--- config.mk ---
export PLATFORM = sky130hd
export DESIGN_NAME = dcache_flush_unit
export DESIGN_NICKNAME = d
export VERILOG_FILES = /design/src/rtl/dcache_flush_unit.sv
export SDC_FILE = /design/constraint.sdc
export NUM_CORES = 1
export LEC_CHECK = 0
export CAP_MARGIN = 20
export CORE_AREA = 2 2 50 63
export DETAILED_ROUTE_END_ITERATION = 7
export DIE_AREA = 0 0 52 65
export PLACE_DENSITY_LB_ADDON = 0.3
export SLEW_MARGIN = 20
export SYNTH_ARGS = -nofsm -noshare
export SYNTH_HDL_FRONTEND = slang
export SYNTH_SLANG_ARGS = --single-unit
--- constraint.sdc ---
create_clock -name clk_i -period 3.6 [get_ports clk_i]
set_input_delay 0.36 -clock clk_i [delete_from_list [all_inputs] [get_ports clk_i]]
set_output_delay 0.36 -clock clk_i [all_outputs]
set_load 0.01 [all_outputs]
--- src/rtl/dcache_flush_unit.sv ---
// D-cache flush walker: cleans and invalidates every set/way,
// then returns a one-cycle acknowledge to the controller.
module dcache_flush_unit #(
  parameter  int NUM_SETS = 256,
  parameter  int NUM_WAYS = 4,
  localparam int SET_W    = $clog2(NUM_SETS),
  localparam int WAY_W    = (NUM_WAYS > 1) ? $clog2(NUM_WAYS) : 1
) (
  input  logic             clk_i,
  input  logic             rst_ni,
  input  logic             flush_i,
  output logic             flush_ack_o,
  output logic             busy_o,
  output logic             tag_req_o,
  output logic [SET_W-1:0] tag_set_o,
  output logic [WAY_W-1:0] tag_way_o,
  input  logic             tag_valid_i,
  input  logic             tag_dirty_i,
  output logic             wb_valid_o,
  input  logic             wb_ready_i,
  output logic [SET_W-1:0] wb_set_o,
  output logic [WAY_W-1:0] wb_way_o,
  input  logic             wb_done_i,
  output logic             inv_o,
  output logic [SET_W-1:0] inv_set_o,
  output logic [WAY_W-1:0] inv_way_o
);

  typedef enum logic [2:0] {
    S_IDLE,
    S_READ,
    S_CHECK,
    S_WB_REQ,
    S_WB_WAIT,
    S_INV,
    S_DONE
  } state_t;

  state_t           state_q;
  logic [SET_W-1:0] set_q;
  logic [WAY_W-1:0] way_q;
  logic [SET_W-1:0] nxt_set;
  logic [WAY_W-1:0] nxt_way;
  logic             last_way;
  logic             last;
  logic             tag_req_q;
  logic             wb_valid_q;
  logic             inv_q;
  logic             ack_o_q;
  logic             ack_q;
  logic             busy_q;
  logic             clean_hit;

  assign last_way = (way_q == WAY_W'(NUM_WAYS - 1));
  assign last     = last_way && (set_q == SET_W'(NUM_SETS - 1));

  always_comb begin
    nxt_way = last_way ? '0 : way_q + WAY_W'(1);
    nxt_set = last_way ? set_q + SET_W'(1) : set_q;
  end

  // Clean hits are invalidated in the same cycle the tag data returns.
  assign clean_hit = (state_q == S_CHECK) && tag_valid_i && !tag_dirty_i;

  assign flush_ack_o = ack_o_q;
  assign busy_o      = busy_q;
  assign tag_req_o   = tag_req_q;
  assign wb_valid_o  = wb_valid_q;
  assign inv_o       = inv_q | clean_hit;
  assign tag_set_o   = set_q;
  assign tag_way_o   = way_q;
  assign wb_set_o    = set_q;
  assign wb_way_o    = way_q;
  assign inv_set_o   = set_q;
  assign inv_way_o   = way_q;

  always_ff @(posedge clk_i or negedge rst_ni) begin
    if (!rst_ni) begin
      state_q    <= S_IDLE;
      set_q      <= '0;
      way_q      <= '0;
      tag_req_q  <= 1'b0;
      wb_valid_q <= 1'b0;
      inv_q      <= 1'b0;
      ack_o_q    <= 1'b0;
      ack_q      <= 1'b0;
      busy_q     <= 1'b0;
    end else begin
      tag_req_q <= 1'b0;
      inv_q     <= 1'b0;
      ack_o_q   <= 1'b0;
      // Requester drops flush one cycle late; mask it after ack.
      ack_q     <= ack_o_q;
      unique case (state_q)
        S_IDLE: begin
          if (flush_i && !ack_q) begin
            state_q   <= S_READ;
            set_q     <= '0;
            way_q     <= '0;
            tag_req_q <= 1'b1;
            busy_q    <= 1'b1;
          end
        end
        S_READ: begin
          state_q <= S_CHECK;
        end
        S_CHECK: begin
          if (tag_valid_i && tag_dirty_i) begin
            state_q    <= S_WB_REQ;
            wb_valid_q <= 1'b1;
          end else if (last) begin
            state_q <= S_DONE;
            ack_o_q <= 1'b1;
          end else begin
            state_q   <= S_READ;
            tag_req_q <= 1'b1;
            set_q     <= nxt_set;
            way_q     <= nxt_way;
          end
        end
        S_WB_REQ: begin
          if (wb_ready_i) begin
            state_q    <= S_WB_WAIT;
            wb_valid_q <= 1'b0;
          end
        end
        S_WB_WAIT: begin
          if (wb_done_i) begin
            state_q <= S_INV;
            inv_q   <= 1'b1;
          end
        end
        S_INV: begin
          if (last) begin
            state_q <= S_DONE;
            ack_o_q <= 1'b1;
          end else begin
            state_q   <= S_READ;
            tag_req_q <= 1'b1;
            set_q     <= nxt_set;
            way_q     <= nxt_way;
          end
        end
        S_DONE: begin
          state_q <= S_IDLE;
          busy_q  <= 1'b0;
        end
        default: begin
          state_q <= S_IDLE;
        end
      endcase
    end
  end

endmodule

Yosys cells after proc, flatten, opt, wreduce, memory -nomap -nowiden
Cells that the tools add are included.
{"block": "op_classes", "reduce_logical": 15, "bitwise_logic": 1, "n_addsub": 2, "n_mux": 30, "eq_ne": 13}
{"operator": "8-bit two-way mux", "n": 4}
{"operator": "8-bit one-hot mux with 3 select lines", "n": 1}
{"operator": "3-bit one-hot mux with 6 select lines", "n": 1}
{"operator": "3-bit two-way mux", "n": 5}
{"operator": "1-bit two-way mux", "n": 10}
{"operator": "3-bit == test, second input constant", "n": 3}
{"operator": "3-bit AND reduction", "n": 3}
{"operator": "8-bit by 1-bit adder with 8-bit output, second input constant", "n": 1}
{"operator": "8-bit == test, second input constant", "n": 1}
{"operator": "2-bit two-way mux", "n": 4}
{"operator": "2-bit != test, second input constant", "n": 4}
{"operator": "3-bit by 2-bit == test with 1-bit output, second input constant", "n": 2}
{"operator": "1-bit one-hot mux with 2 select lines", "n": 3}
{"operator": "2-bit one-hot mux with 3 select lines", "n": 1}
{"operator": "1-bit logical AND", "n": 5}
{"operator": "2-bit nonzero test", "n": 2}
{"operator": "3-bit by 1-bit == test with 1-bit output, second input constant", "n": 1}
{"operator": "3-bit logical NOT", "n": 1}
{"operator": "1-bit one-hot mux with 3 select lines", "n": 1}
{"operator": "3-bit nonzero test", "n": 1}
{"operator": "2-bit by 1-bit adder with 2-bit output, second input constant", "n": 1}
{"operator": "2-bit == test, second input constant", "n": 1}
{"operator": "1-bit logical NOT", "n": 2}
{"operator": "2-bit by 1-bit != test with 1-bit output, second input constant", "n": 1}
{"operator": "other kinds (2)", "n": 2}
{"block": "word_totals", "out_inout_bits": 35, "reg_bits": 19, "wordCells": 70, "input_bits": 7}

Depth between registers and ports, before layout
Gate-level depths: netlist (run 1).
{"block": "depth", "depth_word": 5, "depth_mapped": 6, "mapped_depth_nobuf": 6}

Worst setup path before layout (run 1)
OpenSTA, ideal clock, no wires.
{"block": "synth_timing", "kind": "register -> register", "startpoint": "reg set_q[0] (netlist: inv_set_o[0])", "endpoint": "reg set_q[5] (netlist: inv_set_o[5])", "setup_slack_ps": 1528, "t_required_ps": 3473, "synth_period_minus_slack_ps": 2072, "arrival_time_ps": 1945, "stages_incl_launch_ff": 7, "setup_ps": 127, "path_cell_list": "dfrtp_1 > ha_1 > and3_1 > a21bo_2 > a221oi_4 > nand4_1 > mux2_1"}
{"block": "synth_via", "elab_chain_cells": 5}
{"element": "start: declaration", "line": "40", "rtl": "logic [SET_W-1:0] set_q;"}
{"element": "start signal: assignment", "line": "117", "rtl": "set_q <= nxt_set;"}
{"element": "start signal: assignment", "line": "140", "rtl": "set_q <= nxt_set;"}
{"element": "8-bit by 1-bit adder with 8-bit output or 8-bit == test (tied branches)", "line": "59, 55"}
{"element": "8-bit two-way mux or 1-bit logical AND (tied branches)", "line": "59, 55"}
{"element": "8-bit two-way mux *", "line": "111, 134"}
{"element": "8-bit two-way mux", "line": "108", "rtl": "if (tag_valid_i && tag_dirty_i) begin"}
{"element": "8-bit one-hot mux with 3 select lines *", "line": "94", "rtl": "unique case (state_q)"}
Mark *: on every way between the ends. The rest lies on a longest branch, timed or not. The select of a mux whose other input is x is not followed.
A chain may end at the register's enable or synchronous reset.

Final worst setup path (run 1)
{"block": "layout_timing", "startpoint": "reg state_q[0]", "endpoint": "out inv_o"}
{"block": "layout_via", "elab_chain_cells": 4}
{"element": "start: declaration", "line": "39", "rtl": "state_t state_q;"}
{"element": "start signal: assignment", "line": "79", "rtl": "state_q <= S_IDLE;"}
{"element": "start signal: assignment", "line": "97", "rtl": "state_q <= S_READ;"}
{"element": "start signal: assignment", "line": "105", "rtl": "state_q <= S_CHECK;"}
{"element": "3-bit by 2-bit == test with 1-bit output", "line": "63", "rtl": "assign clean_hit = (state_q == S_CHECK) && tag_valid_i && !tag_dirty_i;"}
{"element": "1-bit logical AND (2 in a row)", "line": "63"}
{"element": "1-bit bitwise OR", "line": "69", "rtl": "assign inv_o = inv_q | clean_hit;"}
{"element": "end: declaration", "line": "24", "rtl": "output logic inv_o,"}
No other way between the ends.

==> results by group, run 1 <==
Placed design
  • HPWL after detailed placement: 1760 µm
  • IO buf count: 41
  • Placed insts: between 150 and 200
  • Final Wtd Congestion: ~0.81
  • Area post-placement: between 1000 and 1500 µm²

STA
  • Min Tclk post-route: between 2 and 2.5 ns
  • Worst Max-Slew Pin Slew: between 0.8 and 0.9 ns
  • Final cycle utilization of the critical path: 62.7%
  • Final count of pins violating max slew: 0
  • Setup violations, final: 0
  • Clk_skew: 0.00177 ns
  • Max transition margin: 42.2%
  • Fmax achieved: 0.443 GHz
  • Final hold violation count: 0
  • RSZ-0062 raised after global routing: false
  • Setup TNS: 0 ns

Clocking
  • H-tree levels: 1
  • Worst skew pair latency: 0.29 ns
  • CTS tree: done
  • Clock-pin slew on the worst setup and hold paths: about 0.1 ns
  • Post-CTS Resized: 0
  • Clock root buffer: clkbuf_4
  • Cts bufs inserted: 3
  • Cts-stage hold buffer count: 0
  • CTS max path bufs: 2
  • Post-CTS setup buffer count: 0
  • Sink Count: 19

Outcome
  • Status: completed

Global route
  • Antenna violations before repair: 0
  • GRT Overall Usage: 15.9%
  • Number of global-route vias before repair: a little under 1,000
  • Grt ovf: 0
  • First-pass GRT wire length: 4170 µm
  • Largest net degree at the start of global routing: 20

Power
  • Peak supply drop: between 0.0003 and 0.0004 V
  • Pwr Total: 0.956 mW
  • Leakage: 0.669 nW
  • Pwr Density: ~630 nW/µm²

Synth
  • Post-Syn Area: 1200 µm²
  • Top_reg_cell synth: dfrtp_1
  • Post-Synthesis Cells: around 130
  • Synth cell count leaders: buf_4, dfrtp_1, nand2_1
  • Post-synth top area share: 39.7%
  • Post-synth EDFFs: 0
  • Area leader, netlist: dfrtp_1
  • Distinct cell type count after synthesis: 43
  • #FFs+latches synth: 19
  • Seq/Total Area, Yosys: around two fifths
  • Syn nets: 140
  • Count leader, synth: buf_4
  • Post-synth ARST share: 100%
  • Synth top area cells: dfrtp_1, buf_4, nand2_1
  • Syn Area/Cell: 9.14 µm²
  • Synth warn: 0

Route
  • Post-route ant nets: 0
  • Post-route DRC: 0
  • Wire per inst: 12.1 µm
  • Vias: just over 1,000
  • Via/cell ratio: approximately 5.4
  • Final wirelength: 2310 µm
  • DRT iter0 DRCs: 26
  • TritonRoute pass-1 iters: 4

Die
  • Die Area: roughly 3400 µm²
  • DIE WIDTH: roughly 52 µm
  • Top Ports: 42
  • Chip height: ~65 µm
  • Core area: roughly 2800 µm²
  • Starting density of the core: 42.2%
  • Rows: 22

Finish
  • Area of the multi-input gates: around 540 µm²
  • Nets: approximately 160
  • Layout Cells excl Fill: 190
  • Filler cells: between 200 and 300
  • Layout cells sized above 1: 7.79%
  • Antenna diodes: 0
  • Area grow syn2layout: 27.3%
  • Post-route cell area: 1520 µm²
  • FF+latch area: 475 µm²

Flow run
  • Max Cap Viol: 0

Min path
  • Hold Crit Depth: 0
  • Hold path endpoint: ack_q$_DFF_PN0_
  • HP Class: reg2reg
  • Hold path startpoint: flush_ack_o$_DFF_PN0_

Worst setup path
  • WP data required: between 3 and 4 ns
  • Worst r2r src: inv_set_o[0]$_DFFE_PN0P_
  • Crit path launch type: flip-flop
  • Worst r2r path cells: 6
  • Reg2Reg Setup Slack: around 1.4 ns
  • CP Class: reg2out
  • CP arrival: between 1.5 and 2 ns
  • Reg2reg end: inv_set_o[5]$_DFFE_PN0P_
  • Worst Setup End Kind: output pin
  • Max FO, Critical Path: 16
[power breakdown]
part | switching, mW | total (mW) | internal [mW]
sequential | 0.0862 | 0.351 | 0.265
clock | 0.0632 | 0.106 | 0.0432
combinational | 0.242 | 0.499 | 0.257
[worst max path at each step]
stage / start / to / cells past startpoint / slack [ns]
detailed placement: flush_i / inv_set_o[5]$_DFFE_PN0P_ / 6 / 1.27
finish: state_q[0]$_DFFE_PN0P_ / inv_o / 3 / 1.34
CTS: state_q[0]$_DFFE_PN0P_ / inv_o / 3 / 1.32
floorplan: inv_set_o[0]$_DFFE_PN0P_ / inv_set_o[5]$_DFFE_PN0P_ / 6 / 1.53
global placement: flush_i / inv_set_o[5]$_DFFE_PN0P_ / 6 / 1.31
global route: state_q[0]$_DFFE_PN0P_ / inv_o / 3 / 1.22
[sequential cells by signal, indices dropped and copies added, names as in the netlist]
| signal | count |
|---|---|
| ack_q | 1 |
| busy_o | 1 |
| tag_req_o | 1 |
| inv_q | 1 |
| flush_ack_o | 1 |
| inv_way_o | 2 |
| wb_valid_o | 1 |
| inv_set_o | 8 |
| state_q | 3 |
[worst max-delay path: stages (launching register included)]
cell and delay (ns):
dfrtp_1 0.55, nor3b_1 0.32, a31o_2 0.19, clkdlybuf4s50_1 0.53
[placed cells by master (no fill, tap or decap), types with 2 or more instances in the layout]
cell,instances
nor2_1,10
ha_1,2
and3_1,3
nand3_1,4
o21ai_0,8
nor4_1,2
clkdlybuf4s50_1,41
inv_1,4
a21o_1,2
a21oi_1,6
and2_1,3
clkbuf_4,3
nand2_1,12
nor2b_1,3
nor3_1,2
a31o_2,2
mux2_1,2
dfrtp_1,19
[cells by family after synthesis]
| logic type | count (synthesis) | synth area share, % |
|---|---|---|
| adders and majority gates | 2 | 2.09 |
| xor gates and xnor gates | 1 | 0.732 |
| buffers and inverters | 28 | 15.2 |
| and+or+nand+nor | 48 | 20.9 |
| AOI/OAI and AO/OA | 30 | 18.7 |
| DFF | 19 | 39.7 |
| muxes | 3 | 2.72 |
[per-stage QoR]
stage | hold slack (ns) | util (%) | worst slack (ns)
3_5_place_dp | 0.373 | 52.8 | 1.27
6_report | 0.390 | 53.8 | 1.34
3_3_place_gp | 0.366 | 52.8 | 1.31
2_1_floorplan | 0.0644 | - | 1.53
5_1_grt | 0.401 | 53.8 | 1.22
4_1_cts | 0.394 | 53.8 | 1.32
[layer usage]
| layer | track usage, % | up-vias | routed length, µm |
|---|---|---|---|
| met2 | 27.8 | 28 | 1240 |
| met3 | 3.00 | 5 | 85 |
| met5 | 0 | - | 0 |
| met4 | 7.89 | 0 | 41 |
| li1 | - | 499 | - |
| met1 | 18.0 | 485 | 944 |
[area by class of cell]
class,instances,area share [%]
Timing Repair Buffer,42,27.4
Tap cell,36,2.96
Sequential cell,19,31.2
Clock buffer,4,1.72
Inverter,5,1.23
Multi-Input combinational cell,84,35.5
(Power assumes the default switching activity.)
==> run 2, diff against run 1 <==
--- a/config.mk
+++ b/config.mk
@@ -6,9 +6,9 @@
 export NUM_CORES = 1
 export LEC_CHECK = 0
 export CAP_MARGIN = 20
-export CORE_AREA = 2 2 50 63
+export CORE_AREA = 2 2 52 67
 export DETAILED_ROUTE_END_ITERATION = 7
-export DIE_AREA = 0 0 52 65
+export DIE_AREA = 0 0 54 69
 export PLACE_DENSITY_LB_ADDON = 0.3
 export SLEW_MARGIN = 20
 export SYNTH_ARGS = -nofsm -noshare
==> constraint.sdc (replaced) <==
create_clock -name clk_i -period 1.9 [get_ports clk_i]
set_input_delay 0.19 -clock clk_i [delete_from_list [all_inputs] [get_ports clk_i]]
set_output_delay 0.19 -clock clk_i [all_outputs]
set_load 0.01 [all_outputs]
==> run 2 against run 1 <==
The run now ends with setup timing left. Clock power grew to 2.8 times the previous value. Cell count rose by 15%. Die area rose by 10%. Global-route usage up 2.1 points. Count of clock-buffer cells in the layout unchanged. Sequential cell count is the same.
==> results by group, run 2 (same netlist as run 1, synthesis figures left out) <==
Global route
  • Largest net degree at the start of global routing: 20 (unchanged)
  • First-pass GRT wire length: 5120 µm (was 4170 µm)
  • Number of global-route vias before repair: 1,195 (was 989)
  • GRT Overall Usage: 18.0% (was 15.9%)
  • Grt ovf: 0 (unchanged)
  • Antenna violations before repair: 0 (unchanged)

Min path
  • HP Class: in2async (was reg2reg)

STA
  • Final hold violation count: 0 (unchanged)
  • Worst Max-Slew Pin Slew: 0.359 ns (was 0.864 ns)
  • Fmax achieved: 0.513 GHz
  • Max transition margin: 76.1% (was 42.2%)
  • Min Tclk post-route: slightly below 2 ns
  • Setup violations, final: 2 (was 0)
  • Setup ws final: -0.0496 ns (was 1.34 ns)
  • Clk_skew: 0.00217 ns (was 0.00177 ns)
  • Final cycle utilization of the critical path: 103%
  • Final count of pins violating max slew: 0 (unchanged)
  • RSZ-0062 raised after global routing: true (was false)

Power
  • Peak supply drop: 0.000727 V (was 0.000353 V)
  • Leakage: 0.823 nW (was 0.669 nW)
  • Switching power: 0.859 mW (was 0.391 mW)
  • Gate power share: 60.3% (was 52.2%)
  • Part of the power in the clock network: 13.1% (was 11.1%)
  • Pwr Density: 1260 nW/µm² (was 627 nW/µm²)
  • Sequential power share: 26.7% (was 36.7%)
  • Pwr Total: 2.24 mW (was 0.956 mW)
  • Switching share of power: 38.3% (was 40.9%)
  • Int Power: 1.38 mW (was 0.565 mW)

Route
  • TritonRoute pass-1 iters: 4 (unchanged)
  • Vias: 1,128 (was 1,017)
  • Final wirelength: 3040 µm (was 2310 µm)
  • Via/cell ratio: 5.17 (was 5.35)
  • DRT iter0 DRCs: 16 (was 26)
  • Post-route ant nets: 0 (unchanged)
  • Wire per inst: 13.9 µm (was 12.1 µm)
  • Post-route DRC: 0 (unchanged)

Die
  • Die Area: 3730 µm² (was 3380 µm²)
  • Chip height: 69 µm (was 65 µm)
  • Rows: 23 (was 22)
  • Core area: 3110 µm² (was 2840 µm²)
  • DIE WIDTH: 54 µm (was 52 µm)
  • Top Ports: 42 (unchanged)
  • Starting density of the core: 38.5% (was 42.2%)

Clocking
  • CTS max path bufs: 2 (unchanged)
  • CTS tree: done (unchanged)
  • Cts bufs inserted: 3 (unchanged)
  • Clock root buffer: clkbuf_8 (was clkbuf_4)
  • Cts-stage hold buffer count: 0 (unchanged)
  • Clock-pin slew on the worst setup and hold paths: 0.07 ns (was 0.10 ns)
  • Worst skew pair latency: 0.26 ns (was 0.29 ns)
  • Sink Count: 19 (unchanged)
  • H-tree levels: 1 (unchanged)

Finish
  • Nets: 191 (was 164)
  • Filler cells: 275 (was 268)
  • Most frequent cells in the layout: clkdlybuf4s50_1, buf_4, dfrtp_1 (was clkdlybuf4s50_1, dfrtp_1, nand2_1)
  • Finished Core Util: 57.5% (was 53.8%)
  • Max FFs per register: 8 (unchanged)
  • Antenna diodes: 0 (unchanged)
  • Area grow syn2layout: 49.2% (was 27.3%)
  • Most common cell after layout, fill and taps aside: clkdlybuf4s50_1 (unchanged)
  • Layout cells sized above 1: 26.0% (was 7.79%)

Placed design
  • Final Wtd Congestion: 0.820 (was 0.812)
  • HPWL after detailed placement: 2350 µm (was 1760 µm)
  • IO buf count: 41 (unchanged)

Flow run
  • Max Cap Viol: 0 (unchanged)

Worst setup path
  • Crit path launch type: flip-flop (unchanged)
  • Worst Setup End Kind: flip-flop (was output pin)
  • Worst r2r path cells: 6 (unchanged)
  • Reg2reg end: inv_set_o[5]$_DFFE_PN0P_ (unchanged)
  • CP Class: reg2reg (was reg2out)
  • Worst r2r src: inv_set_o[1]$_DFFE_PN0P_ (was inv_set_o[0]$_DFFE_PN0P_)
  • WP data required: 2.05 ns (was 3.24 ns)
  • Max FO, Critical Path: 6 (was 16)
  • CP arrival: 2.10 ns (was 1.90 ns)
  • Reg2Reg Setup Slack: -0.05 ns (was 1.41 ns)

Outcome
  • Failing checks: setup timing
  • Status: finished with violations (was completed)
==> run 2: changes by cell type in the layout (fill, tap and decap cells not counted), sizes merged <==
| cell | delta |
|---|---|
| clkdlybuf4s50 | -1 |
| dlygate4sd2 | +1 |
| buf | +27 |
==> run 2: what timing repair did <==
action	4_1_cts	5_1_grt
pin swaps	0	3
buffers inserted	2	0
resized for setup	4	3
endpoints found under the setup margin	3	7
==> run 2: layer usage <==
metal / vias up / wire length (µm) / track usage (%)
met1: 534 / 1180 / 18.5
met2: 40 / 1670 / 33.3
met4: 0 / 85 / 9.17
met5: - / 0 / 0
met3: 9 / 111 / 1.95
li1: 545 / - / -
==> run 2: how the worst max path moves through the flow <==
stage                                   from                       end  slack, ns  depth (start not counted)
floorplan           inv_set_o[0]$_DFFE_PN0P_  inv_set_o[5]$_DFFE_PN0P_      -0.05                          6
global placement                     flush_i  inv_set_o[5]$_DFFE_PN0P_      -0.14                          6
detailed placement                   flush_i  inv_set_o[5]$_DFFE_PN0P_      -0.16                          6
CTS                 inv_set_o[1]$_DFFE_PN0P_  inv_set_o[5]$_DFFE_PN0P_      -0.04                          6
global route        inv_set_o[1]$_DFFE_PN0P_  inv_set_o[5]$_DFFE_PN0P_      -0.11                          6
finish              inv_set_o[1]$_DFFE_PN0P_  inv_set_o[5]$_DFFE_PN0P_      -0.05                          6
==> run 2: worst max-delay path, stage by stage, from the launching register on <==
cell      delay (ns)
dfrtp_2         0.43
ha_4            0.16
and3_4          0.15
a21bo_4         0.23
a221oi_4        0.38
nand4_1         0.17
mux2_4          0.32
==> run 2: power groups by stage <==
stage               Combinational (mW)  Clock (mW)  Sequential [mW]
floorplan                        0.673           0            0.651
global placement                  1.28           0            0.602
detailed placement                1.31           0            0.608
CTS                               1.34       0.295            0.595
global route                      1.49       0.311            0.610
finish                            1.35       0.293            0.599
==> run 2: layout make-up <==
class / instances / area [µm²] / share of cell area, %
Timing Repair Buffer: 69 / 619 / 34.7
Multi-Input combinational cell: 84 / 579 / 32.4
Sequential cell: 19 / 478 / 26.8
Tap cell: 37 / 46.3 / 2.59
Clock buffer: 4 / 45.0 / 2.52
Inverter: 5 / 18.8 / 1.05
==> run 2: through the flow <==
step | setup WS (ns) | area, µm² | hold slack, ns | instances | TNS (ns)
CTS | -0.0402 | 1780 | 0.287 | 218 | -0.0456
global placement | -0.135 | 1710 | 0.363 | 212 | -0.442
detailed placement | -0.165 | 1710 | 0.366 | 212 | -0.569
floorplan | -0.0496 | 1220 | -0.106 | 131 | -0.0798
global route | -0.106 | 1790 | 0.298 | 218 | -0.233
finish | -0.0496 | 1790 | 0.267 | 218 | -0.0683
==> run 3, diff against run 2 <==
--- a/config.mk
+++ b/config.mk
@@ -9,6 +9,7 @@
 export CORE_AREA = 2 2 52 67
 export DETAILED_ROUTE_END_ITERATION = 7
 export DIE_AREA = 0 0 54 69
+export GPL_ROUTABILITY_DRIVEN = 0
 export PLACE_DENSITY_LB_ADDON = 0.3
 export SLEW_MARGIN = 20
 export SYNTH_ARGS = -nofsm -noshare
==> results of run 3 <==
Same layout as run 2: the final DEF is identical, and so are final timing and power.
